## config.mk

```make
export PLATFORM = sky130hd
export DESIGN_NAME = ocp3_nic_pwr_scheduler
export DESIGN_NICKNAME = d
export VERILOG_FILES = /design/src/rtl/ocp3_nic_pwr_scheduler.sv
export SDC_FILE = /design/constraint.sdc
export NUM_CORES = 1
export LEC_CHECK = 0
export BUFFER_PORTS_ARGS = -buffer_cell sky130_fd_sc_hd__buf_2
export CORE_MARGIN = 1
export CORE_UTILIZATION = 50
export CTS_CLUSTER_DIAMETER = 200
export DETAILED_ROUTE_END_ITERATION = 12
export PLACE_DENSITY = 0.75
export SKIP_LAST_GASP = 1
export SYNTH_ARGS = -nofsm -noshare
export SYNTH_HDL_FRONTEND = slang
export SYNTH_SLANG_ARGS = --single-unit
```

## constraint.sdc

```tcl
create_clock -name iClk -period 3.2 [get_ports iClk]
set_clock_uncertainty 0.05 [all_clocks]
set_input_delay 0.16 -clock iClk [delete_from_list [all_inputs] [get_ports iClk]]
set_output_delay 0.16 -clock iClk [all_outputs]
set_load 0.005 [all_outputs]
```

## src/rtl/ocp3_nic_pwr_scheduler.sv

```systemverilog
// Staggered OCP3 NIC slot power scheduler: powers slots up one at a time in
// ascending order, down in descending order, and keeps sticky per-slot fault flags.
module ocp3_nic_pwr_scheduler #(
  parameter int          NUM_SLOTS  = 4,
  parameter int          IDX_W      = 2,
  parameter logic [15:0] STAGGER_MS = 16'd50,
  parameter logic [15:0] TIMEOUT_MS = 16'd2000
) (
  input  logic                 iClk,
  input  logic                 iRst,
  input  logic                 iTick_1ms,
  input  logic                 iPWR_EN_SYS,
  input  logic                 iFLT_CLR,
  input  logic [NUM_SLOTS-1:0] iSLOT_PRSNT_N,
  input  logic [NUM_SLOTS-1:0] iSLOT_MAIN_PG,
  input  logic [NUM_SLOTS-1:0] iSLOT_FAULT,
  output logic [NUM_SLOTS-1:0] oPWR_EN_DEV,
  output logic [NUM_SLOTS-1:0] oSLOT_FLT,
  output logic                 oSEQ_DONE,
  output logic                 oSEQ_BUSY,
  output logic [IDX_W-1:0]     oCUR_SLOT,
  output logic [2:0]           oDBG_SCHED_FSM
);

  localparam int IW = IDX_W + 1;
  localparam logic [IW-1:0]        IDX_ONE  = IW'(1);
  localparam logic [IW-1:0]        IDX_LAST = IW'(NUM_SLOTS - 1);
  localparam logic [IW-1:0]        IDX_END  = IW'(NUM_SLOTS);
  localparam logic [IW-1:0]        IDX_NONE = '1;
  localparam logic [NUM_SLOTS-1:0] ONE      = NUM_SLOTS'(1);

  typedef enum logic [2:0] {
    IDLE    = 3'd0,
    UP_SCAN = 3'd1,
    UP_WAIT = 3'd2,
    UP_GAP  = 3'd3,
    ON      = 3'd4,
    DN_SCAN = 3'd5,
    DN_GAP  = 3'd6
  } state_e;

  state_e               state_q, state_d;
  logic [IW-1:0]        idx_q, idx_d;
  logic [15:0]          timer_q, timer_d;
  logic [NUM_SLOTS-1:0] en_q, en_d, flt_q, flt_d;
  logic                 done_q, busy_q;

  // One-hot of the current index; zero when the index is out of range.
  logic [NUM_SLOTS-1:0] sel;
  logic sel_prsnt, sel_pg, sel_fault, sel_en, sel_flt;

  assign sel       = ONE << idx_q;
  assign sel_prsnt = |(sel & ~iSLOT_PRSNT_N);
  assign sel_pg    = |(sel & iSLOT_MAIN_PG);
  assign sel_fault = |(sel & iSLOT_FAULT);
  assign sel_en    = |(sel & en_q);
  assign sel_flt   = |(sel & flt_q);

  always_comb begin
    state_d = state_q;
    idx_d   = idx_q;
    en_d    = en_q;
    flt_d   = flt_q;
    case (state_q)
      IDLE: begin
        en_d = '0;
        if (iFLT_CLR) flt_d = '0;
        if (iPWR_EN_SYS) begin
          idx_d   = '0;
          state_d = UP_SCAN;
        end
      end
      UP_SCAN: begin
        if (idx_q == IDX_END) state_d = ON;
        else if (sel_prsnt && !sel_flt && !sel_fault) begin
          en_d    = en_q | sel;
          state_d = UP_WAIT;
        end else idx_d = idx_q + IDX_ONE;
      end
      UP_WAIT: begin
        if (sel_pg) state_d = UP_GAP;
        else if (timer_q == TIMEOUT_MS || sel_fault || !sel_prsnt) begin
          en_d = en_q & ~sel;
          if (sel_prsnt) flt_d = flt_q | sel;
          idx_d   = idx_q + IDX_ONE;
          state_d = UP_SCAN;
        end
      end
      UP_GAP: begin
        if (timer_q >= STAGGER_MS) begin
          idx_d   = idx_q + IDX_ONE;
          state_d = UP_SCAN;
        end
      end
      ON: begin
        if (!iPWR_EN_SYS) begin
          idx_d   = IDX_LAST;
          state_d = DN_SCAN;
        end
      end
      DN_SCAN: begin
        if (idx_q == IDX_NONE) state_d = IDLE;
        else if (sel_en) begin
          en_d    = en_q & ~sel;
          state_d = DN_GAP;
        end else idx_d = idx_q - IDX_ONE;
      end
      DN_GAP: begin
        if (timer_q >= STAGGER_MS) begin
          idx_d   = idx_q - IDX_ONE;
          state_d = DN_SCAN;
        end
      end
      default: state_d = IDLE;
    endcase

    // Request withdrawn mid power-up: unwind from the slot in flight, raising nothing new.
    if (!iPWR_EN_SYS && (state_q inside {UP_SCAN, UP_WAIT, UP_GAP})) begin
      state_d = DN_SCAN;
      idx_d   = (idx_q > IDX_LAST) ? IDX_LAST : idx_q;
      en_d    = en_q;
      flt_d   = flt_q;
    end

    // Absence and runtime faults drop enables in any state, overriding the above.
    en_d  = en_d & ~iSLOT_PRSNT_N & ~iSLOT_FAULT;
    flt_d = flt_d | (en_q & iSLOT_FAULT);

    if (state_d != state_q)                      timer_d = '0;
    else if (iTick_1ms && timer_q != 16'hFFFF)   timer_d = timer_q + 16'd1;
    else                                         timer_d = timer_q;
  end

  always_ff @(posedge iClk) begin
    if (iRst) begin
      state_q <= IDLE;
      idx_q   <= '0;
      timer_q <= '0;
      en_q    <= '0;
      flt_q   <= '0;
      done_q  <= 1'b0;
      busy_q  <= 1'b0;
    end else begin
      state_q <= state_d;
      idx_q   <= idx_d;
      timer_q <= timer_d;
      en_q    <= en_d;
      flt_q   <= flt_d;
      done_q  <= (state_d == ON);
      busy_q  <= (state_d inside {UP_SCAN, UP_WAIT, UP_GAP, DN_SCAN, DN_GAP});
    end
  end

  assign oPWR_EN_DEV    = en_q;
  assign oSLOT_FLT      = flt_q;
  assign oSEQ_DONE      = done_q;
  assign oSEQ_BUSY      = busy_q;
  assign oCUR_SLOT      = idx_q[IDX_W-1:0];
  assign oDBG_SCHED_FSM = state_q;

endmodule

```

==> impl_metrics.tcl, run 1 <==
set metrics [dict create \
    fin_setup_tns_ns 0 \
    wl_um 5900 \
    worstSkewPairLatency_ns 0.28 \
    setup_violations 0 \
    max_freq_mhz 333 \
    core_mm2 0.00475 \
    avgSynthCellArea_um2 8.66 \
    numCtsBuffers 5 \
    synth_cells 286 \
    vdd_drop_max_uv 348 \
    grt_start_max_net_pins 21 \
    hpwl_um 4390 \
    cts_tree "done" \
    synth_flop_cell "dfxtp_1" \
    slew_violations 0 \
    synthXorXnorAreaFrac 0.0495 \
    p_leak_nw 1.00 \
    layout_common_cells "dfxtp_1, buf_2, nand2_1" \
    numPortBuffers 31 \
    swShare 0.424 \
    cts_root_buf "clkbuf_8" \
    p_seq_frac 0.274 \
    min_path_cells 3 \
    start_kind "flop" \
    p_switching_w 0.000815 \
    place.gp.congestion 0.905 \
    fin_crit_ns 3.00 \
    ios 32 \
    die_y_um 72.4 \
    ff2ff_path_depth 7 \
    layout_worst_path_cycle_share 0.937 \
    route.detailed.drc 0 \
    synth_fa_ha_area_frac 0.0232 \
    maxCapViolCount 0 \
    tightest_slew_ns 0.780 \
    synth_top_family_by_area "simple AND/OR/NAND/NOR gates" \
    die_area_mm2 0.00524 \
    synth-seq-cells 32 \
    critPathKind "reg -> reg" \
    min_to "oPWR_EN_DEV[2]" \
    worstPathMaxFanout 20 \
    area_delta_synth_final_pct 9.09 \
    via_per_inst 6.12 \
    clk_pin_slew_ns 0.07 \
    htreeDepth 2 \
    grt_antenna_before_repair 0 \
    layout_commonest_cell "dfxtp_1" \
    p_int_w 0.00111 \
    cts_resized 0 \
    first_iter_violations 207 \
    cts_sinks 32 \
    ctsHoldBuffers 0 \
    synthSimpleGateAreaFrac 0.311 \
    grt_pass1_vias 2086 \
    vias 2301 \
    initial_core_util 0.521 \
    synth_warnings 0 \
    grt_usage 0.243 \
    p_comb_frac 0.506 \
    ant_nets 0 \
    syn_area_mm2 0.00248 \
    die_x_um 72.4 \
    outcome "complete, no violations" \
    synth-seq-area-share 0.259 \
    finalHoldViolCount 0 \
    async_flop_share 0 \
    routedWlPerCell_um 15.7 \
    dp_cells 368 \
    final_layout_size_suffix_gt1_frac 0.239 \
    reg2reg_from "idx_q[1]" \
    synth_compound_area_frac 0.207 \
    worstPathArrival_ns 3.12 \
    grt_pass1_wl_um 10100 \
    cts_max_path_buffers 2 \
    clockPowerShare 0.219 \
    maxSlewHeadroom 0.479 \
    stdcell_count 376 \
    nets 329 \
    p_per_area_mw_per_mm2 711 \
    r2r_end "timer_q[2]" \
    post_cts_buffers 0 \
    rsz0062_at_grt "no" \
    synth-edff-count 0 \
    row_count 25 \
    yosys-mux-area-fraction 0.0621 \
    worstPathRequired_ns 3.32 \
    synth.distinct_cells 64 \
    hold_path.class "in -> reg" \
    drt_pass1_iterations 5 \
    num_antenna_cells 0 \
    crit_path_end_kind "flop" \
    synthesis.nets 307 \
    reg2reg_slack_ns 0.20 \
    hold_path.startpoint "iSLOT_PRSNT_N[2]" \
    grt-ovfl-total 0 \
]
metal layers:
metal,global-route usage,vias up,part of all wire
met5,0,-,0
met4,0.0675,0,0.011
met3,0.0444,9,0.055
met2,0.359,77,0.46
met1,0.360,1084,0.48
li1,-,1131,-
synthesized netlist by cell type, drive strengths merged (4+ instances only):
| cell type | count | area [um2] |
|---|---|---|
| a211oi | 5 | 37.5 |
| a21oi | 8 | 40.0 |
| a22oi | 9 | 67.6 |
| a31oi | 7 | 43.8 |
| and2 | 4 | 26.3 |
| and3 | 7 | 43.8 |
| and4 | 5 | 46.3 |
| buf | 14 | 129 |
| clkbuf | 9 | 63.8 |
| dfxtp | 32 | 641 |
| inv | 7 | 26.3 |
| mux2i | 12 | 120 |
| nand2 | 18 | 67.6 |
| nand2b | 6 | 37.5 |
| nand3 | 13 | 65.1 |
| nand4 | 4 | 25.0 |
| nor2 | 14 | 52.6 |
| nor3 | 28 | 201 |
| nor4 | 4 | 31.3 |
| o21ai | 11 | 55.1 |
| o22ai | 6 | 37.5 |
| xnor2 | 6 | 52.6 |
| xor2 | 8 | 70.1 |
worst max path at each step:
| stage | start | to | cells after the start |
|---|---|---|---|
| finish | idx_q[1] | timer_q[2] | 7 |
| global route | idx_q[1] | timer_q[3] | 7 |
| CTS | idx_q[1] | timer_q[2] | 7 |
| detailed placement | idx_q[1] | timer_q[2] | 7 |
| global placement | idx_q[1] | timer_q[1] | 7 |
| floorplan | idx_q[0] | timer_q[15] | 8 |
sequential cells by signal, indices dropped and copies added, names as in the netlist:
| name | cells |
|---|---|
| timer_q | 16 |
| oPWR_EN_DEV | 4 |
| oSLOT_FLT | 4 |
| idx_q | 3 |
| oDBG_SCHED_FSM | 3 |
| oSEQ_BUSY | 1 |
| oSEQ_DONE | 1 |
power by group through the flow:
stage | clock network, W | logic [W] | registers (W)
after floorplan | 0 | 0.000864 | 0.000487
after global placement | 0 | 0.000948 | 0.000531
after detailed placement | 0 | 0.000959 | 0.000533
after CTS | 0.000426 | 0.000964 | 0.000524
after global routing | 0.000444 | 0.00108 | 0.000536
final | 0.000421 | 0.000972 | 0.000527
cell families (layout without fill, tap and decap cells):
family | after synthesis | count (layout)
simple gates | 123 | 123
mux | 14 | 14
compound gates | 69 | 69
flops | 32 | 32
buf+inv | 30 | 53
fa+ha+maj | 4 | 4
xor+xnor | 14 | 14
metrics by stage:
stage / worst slack [ns] / hold slack, ns / utilization / cell area (um2) / power [W]
floorplan: 0.635 / 0.271 / - / 2480 / 0.00135
global placement: 0.339 / 0.391 / 0.542 / 2580 / 0.00148
detailed placement: 0.241 / 0.383 / 0.542 / 2580 / 0.00149
CTS: 0.233 / 0.0795 / 0.568 / 2700 / 0.00191
global route: 0.0723 / 0.0989 / 0.568 / 2700 / 0.00206
finish: 0.200 / 0.0790 / 0.568 / 2700 / 0.00192
area by class of cell:
type                       instances  area, um2
fill                             466       2050
multi-input combinational        224       1620
sequential                        32        641
timing repair buffer              38        208
clock buffer                       7       96.3
tap                               67       83.8
clock inverter                     1       30.0
inverter                           7       26.3
worst max-delay path, cell delays in order (launching register included):
cell and delay [ns]:
dfxtp_1 0.83, mux2i_1 0.27, a22oi_1 0.17, or4b_4 0.55, and4_4 0.23, o32ai_4 0.42
buf_4 0.28, nor3_1 0.08
Power figures use the tool's default switching activity.
==> run 2, diff against run 1 <==
--- a/config.mk
+++ b/config.mk
@@ -10,6 +10,7 @@
 export CORE_UTILIZATION = 50
 export CTS_CLUSTER_DIAMETER = 200
 export DETAILED_ROUTE_END_ITERATION = 12
+export GPL_TIMING_DRIVEN = 0
 export PLACE_DENSITY = 0.75
 export SKIP_LAST_GASP = 1
 export SYNTH_ARGS = -nofsm -noshare
==> run 2 against run 1 <==
Core utilization is 1.7 points higher. Via count up 3.6%. First-iteration DRC count rose by 18%. Sequential power fell by 8.5%. Critical path type unchanged.
==> impl_metrics.tcl, run 2 (synthesis gave the netlist of run 1 again) <==
set metrics [dict create \
    outcome "complete, no violations" \
    regMostFlops "timer_q" \
    worstPathMaxFanout 10 \
    num_antenna_cells 0 \
    maxCapViolCount 0 \
    slew_violations 0 \
    largest_reg_flops 16 \
    cts_tree "done" \
    layout_common_cells "dfxtp_1, buf_2, nand2_1" \
    p_leak_nw 1.04 \
    layout_commonest_cell "dfxtp_1" \
    fill_cells 442 \
    reg2reg_from "timer_q[0]" \
    r2r_end "timer_q[9]" \
    hpwl_um 4500 \
    numPortBuffers 29 \
    crit_path_end_kind "flop" \
    fin_crit_ns 2.80 \
    min_to "oPWR_EN_DEV[2]" \
    finalHoldViolCount 0 \
    ant_nets 0 \
    cts_sinks 32 \
    slowest_delay_ns 0.44 \
    grt_antenna_before_repair 0 \
    final_layout_size_suffix_gt1_frac 0.245 \
    hold_path.class "in -> reg" \
    min_path_cells 3 \
    grt_pass1_wl_um 10200 \
    fin_setup_tns_ns 0 \
    ctsHoldBuffers 0 \
    drt_pass1_iterations 5 \
    whs_ns 0.0883 \
    ios 32 \
    clk_pin_slew_ns 0.07 \
    max_freq_mhz 357 \
    core_mm2 0.00475 \
    crit_family "compound AO/OA/AOI/OAI gates" \
    hold_path.startpoint "iSLOT_PRSNT_N[2]" \
    numCtsBuffers 5 \
    nets 343 \
    cts_resized 0 \
    worstPathArrival_ns 2.93 \
    setup_violations 0 \
    grt_pass1_vias 2147 \
    cts_max_path_buffers 2 \
    cp_num_buf_inv 3 \
    htreeDepth 2 \
    cts_root_buf "clkbuf_8" \
    grt-ovfl-total 0 \
    layout_worst_path_cycle_share 0.876 \
    cp_slowest_cell "or4_1" \
    grt_usage 0.248 \
    worstPathRequired_ns 3.33 \
    die_area_mm2 0.00524 \
    worstSkewPairLatency_ns 0.28 \
    ff2ff_path_depth 10 \
    maxSlewHeadroom 0.571 \
    vias 2384 \
    grt_start_max_net_pins 11 \
    die_x_um 72.4 \
    routedWlPerCell_um 15.6 \
    die_y_um 72.4 \
    start_kind "flop" \
    p_per_area_mw_per_mm2 683 \
    post_cts_buffers 0 \
    wl_um 6060 \
    reg2reg_slack_ns 0.40 \
    via_per_inst 6.13 \
    initial_core_util 0.521 \
    rsz0062_at_grt "no" \
    first_iter_violations 244 \
    place.gp.congestion 0.898 \
    area_delta_synth_final_pct 12.4 \
    cp_cell_sequence "inv_1, ha_1, or4_1, a311oi_2, a32oi_1, and4_4, buf_6, o32ai_4, buf_8, nor3_2" \
    vdd_drop_max_uv 355 \
    route.detailed.drc 0 \
    tightest_slew_ns 0.638 \
    critPathKind "reg -> reg" \
    row_count 25 \
]
run 2: changes by cell type in the layout (fill, tap and decap cells not counted):
cell       before  now
clkbuf_8        7    8
clkbuf_1        0    7
buf_4           7    5
buf_6           0    6
buf_1           0    1
clkinv_2        0    1
buf_8           0    1
buf_2          31   30
bufinv_16       1    0
run 2: worst max-delay path by stage:
stage | from | to | cells past startpoint
after detailed placement | timer_q[0] | timer_q[15] | 10
after global routing | idx_q[1] | timer_q[9] | 9
after CTS | timer_q[0] | timer_q[9] | 10
final | timer_q[0] | timer_q[9] | 10
after global placement | idx_q[0] | timer_q[8] | 8
after floorplan | idx_q[0] | timer_q[15] | 8
run 2: worst reg2reg max path: cells and delay by family, from the launching register on:
kind                     cells  cell delay, ns
flip-flops                   1            0.36
adder cells (fa/ha/maj)      1            0.19
AND/OR/NAND/NOR              3            0.72
buffers and inverters        3            0.44
AO/OA/AOI/OAI                3            0.93
run 2: final cells by class:
class	instances	area (um2)	share of cell area
multi-input cells	224	1620	0.581
flip-flops and latches	32	641	0.230
plain buffers	23	193	0.0692
repair buffers	29	145	0.0521
well taps	67	83.8	0.0301
clock buffers	6	72.6	0.0261
inverters	7	26.3	0.00944
clock inverters	1	5.00	0.00180
run 2: per-layer routing:
metal  vias to the layer above  global-route usage  wire [um]  share of wire
met5                         -                   0          0              0
met4                         0              0.0675         64          0.011
met3                         7              0.0444        326          0.054
met2                        92               0.372       2710           0.45
met1                      1128               0.364       2960           0.49
li1                       1157                   -          -              -
run 2: power by group:
part           leakage, nW  internal, W  switching [W]  total, W
clock               0.0410     0.000148       0.000149  0.000297
combinational        0.741     0.000456       0.000667   0.00112
sequential           0.260     0.000446      0.0000356  0.000482
run 2: per-stage QoR:
stage	std cells	setup slack (ns)	utilization	total power, W	cell area, um2
3_3_place_gp	382	0.410	0.569	0.00159	2710
6_report	389	0.398	0.586	0.00190	2780
5_1_grt	389	0.227	0.586	0.00204	2780
4_1_cts	389	0.402	0.586	0.00189	2780
2_1_floorplan	286	0.635	-	0.00135	2480
3_5_place_dp	382	0.410	0.569	0.00159	2710
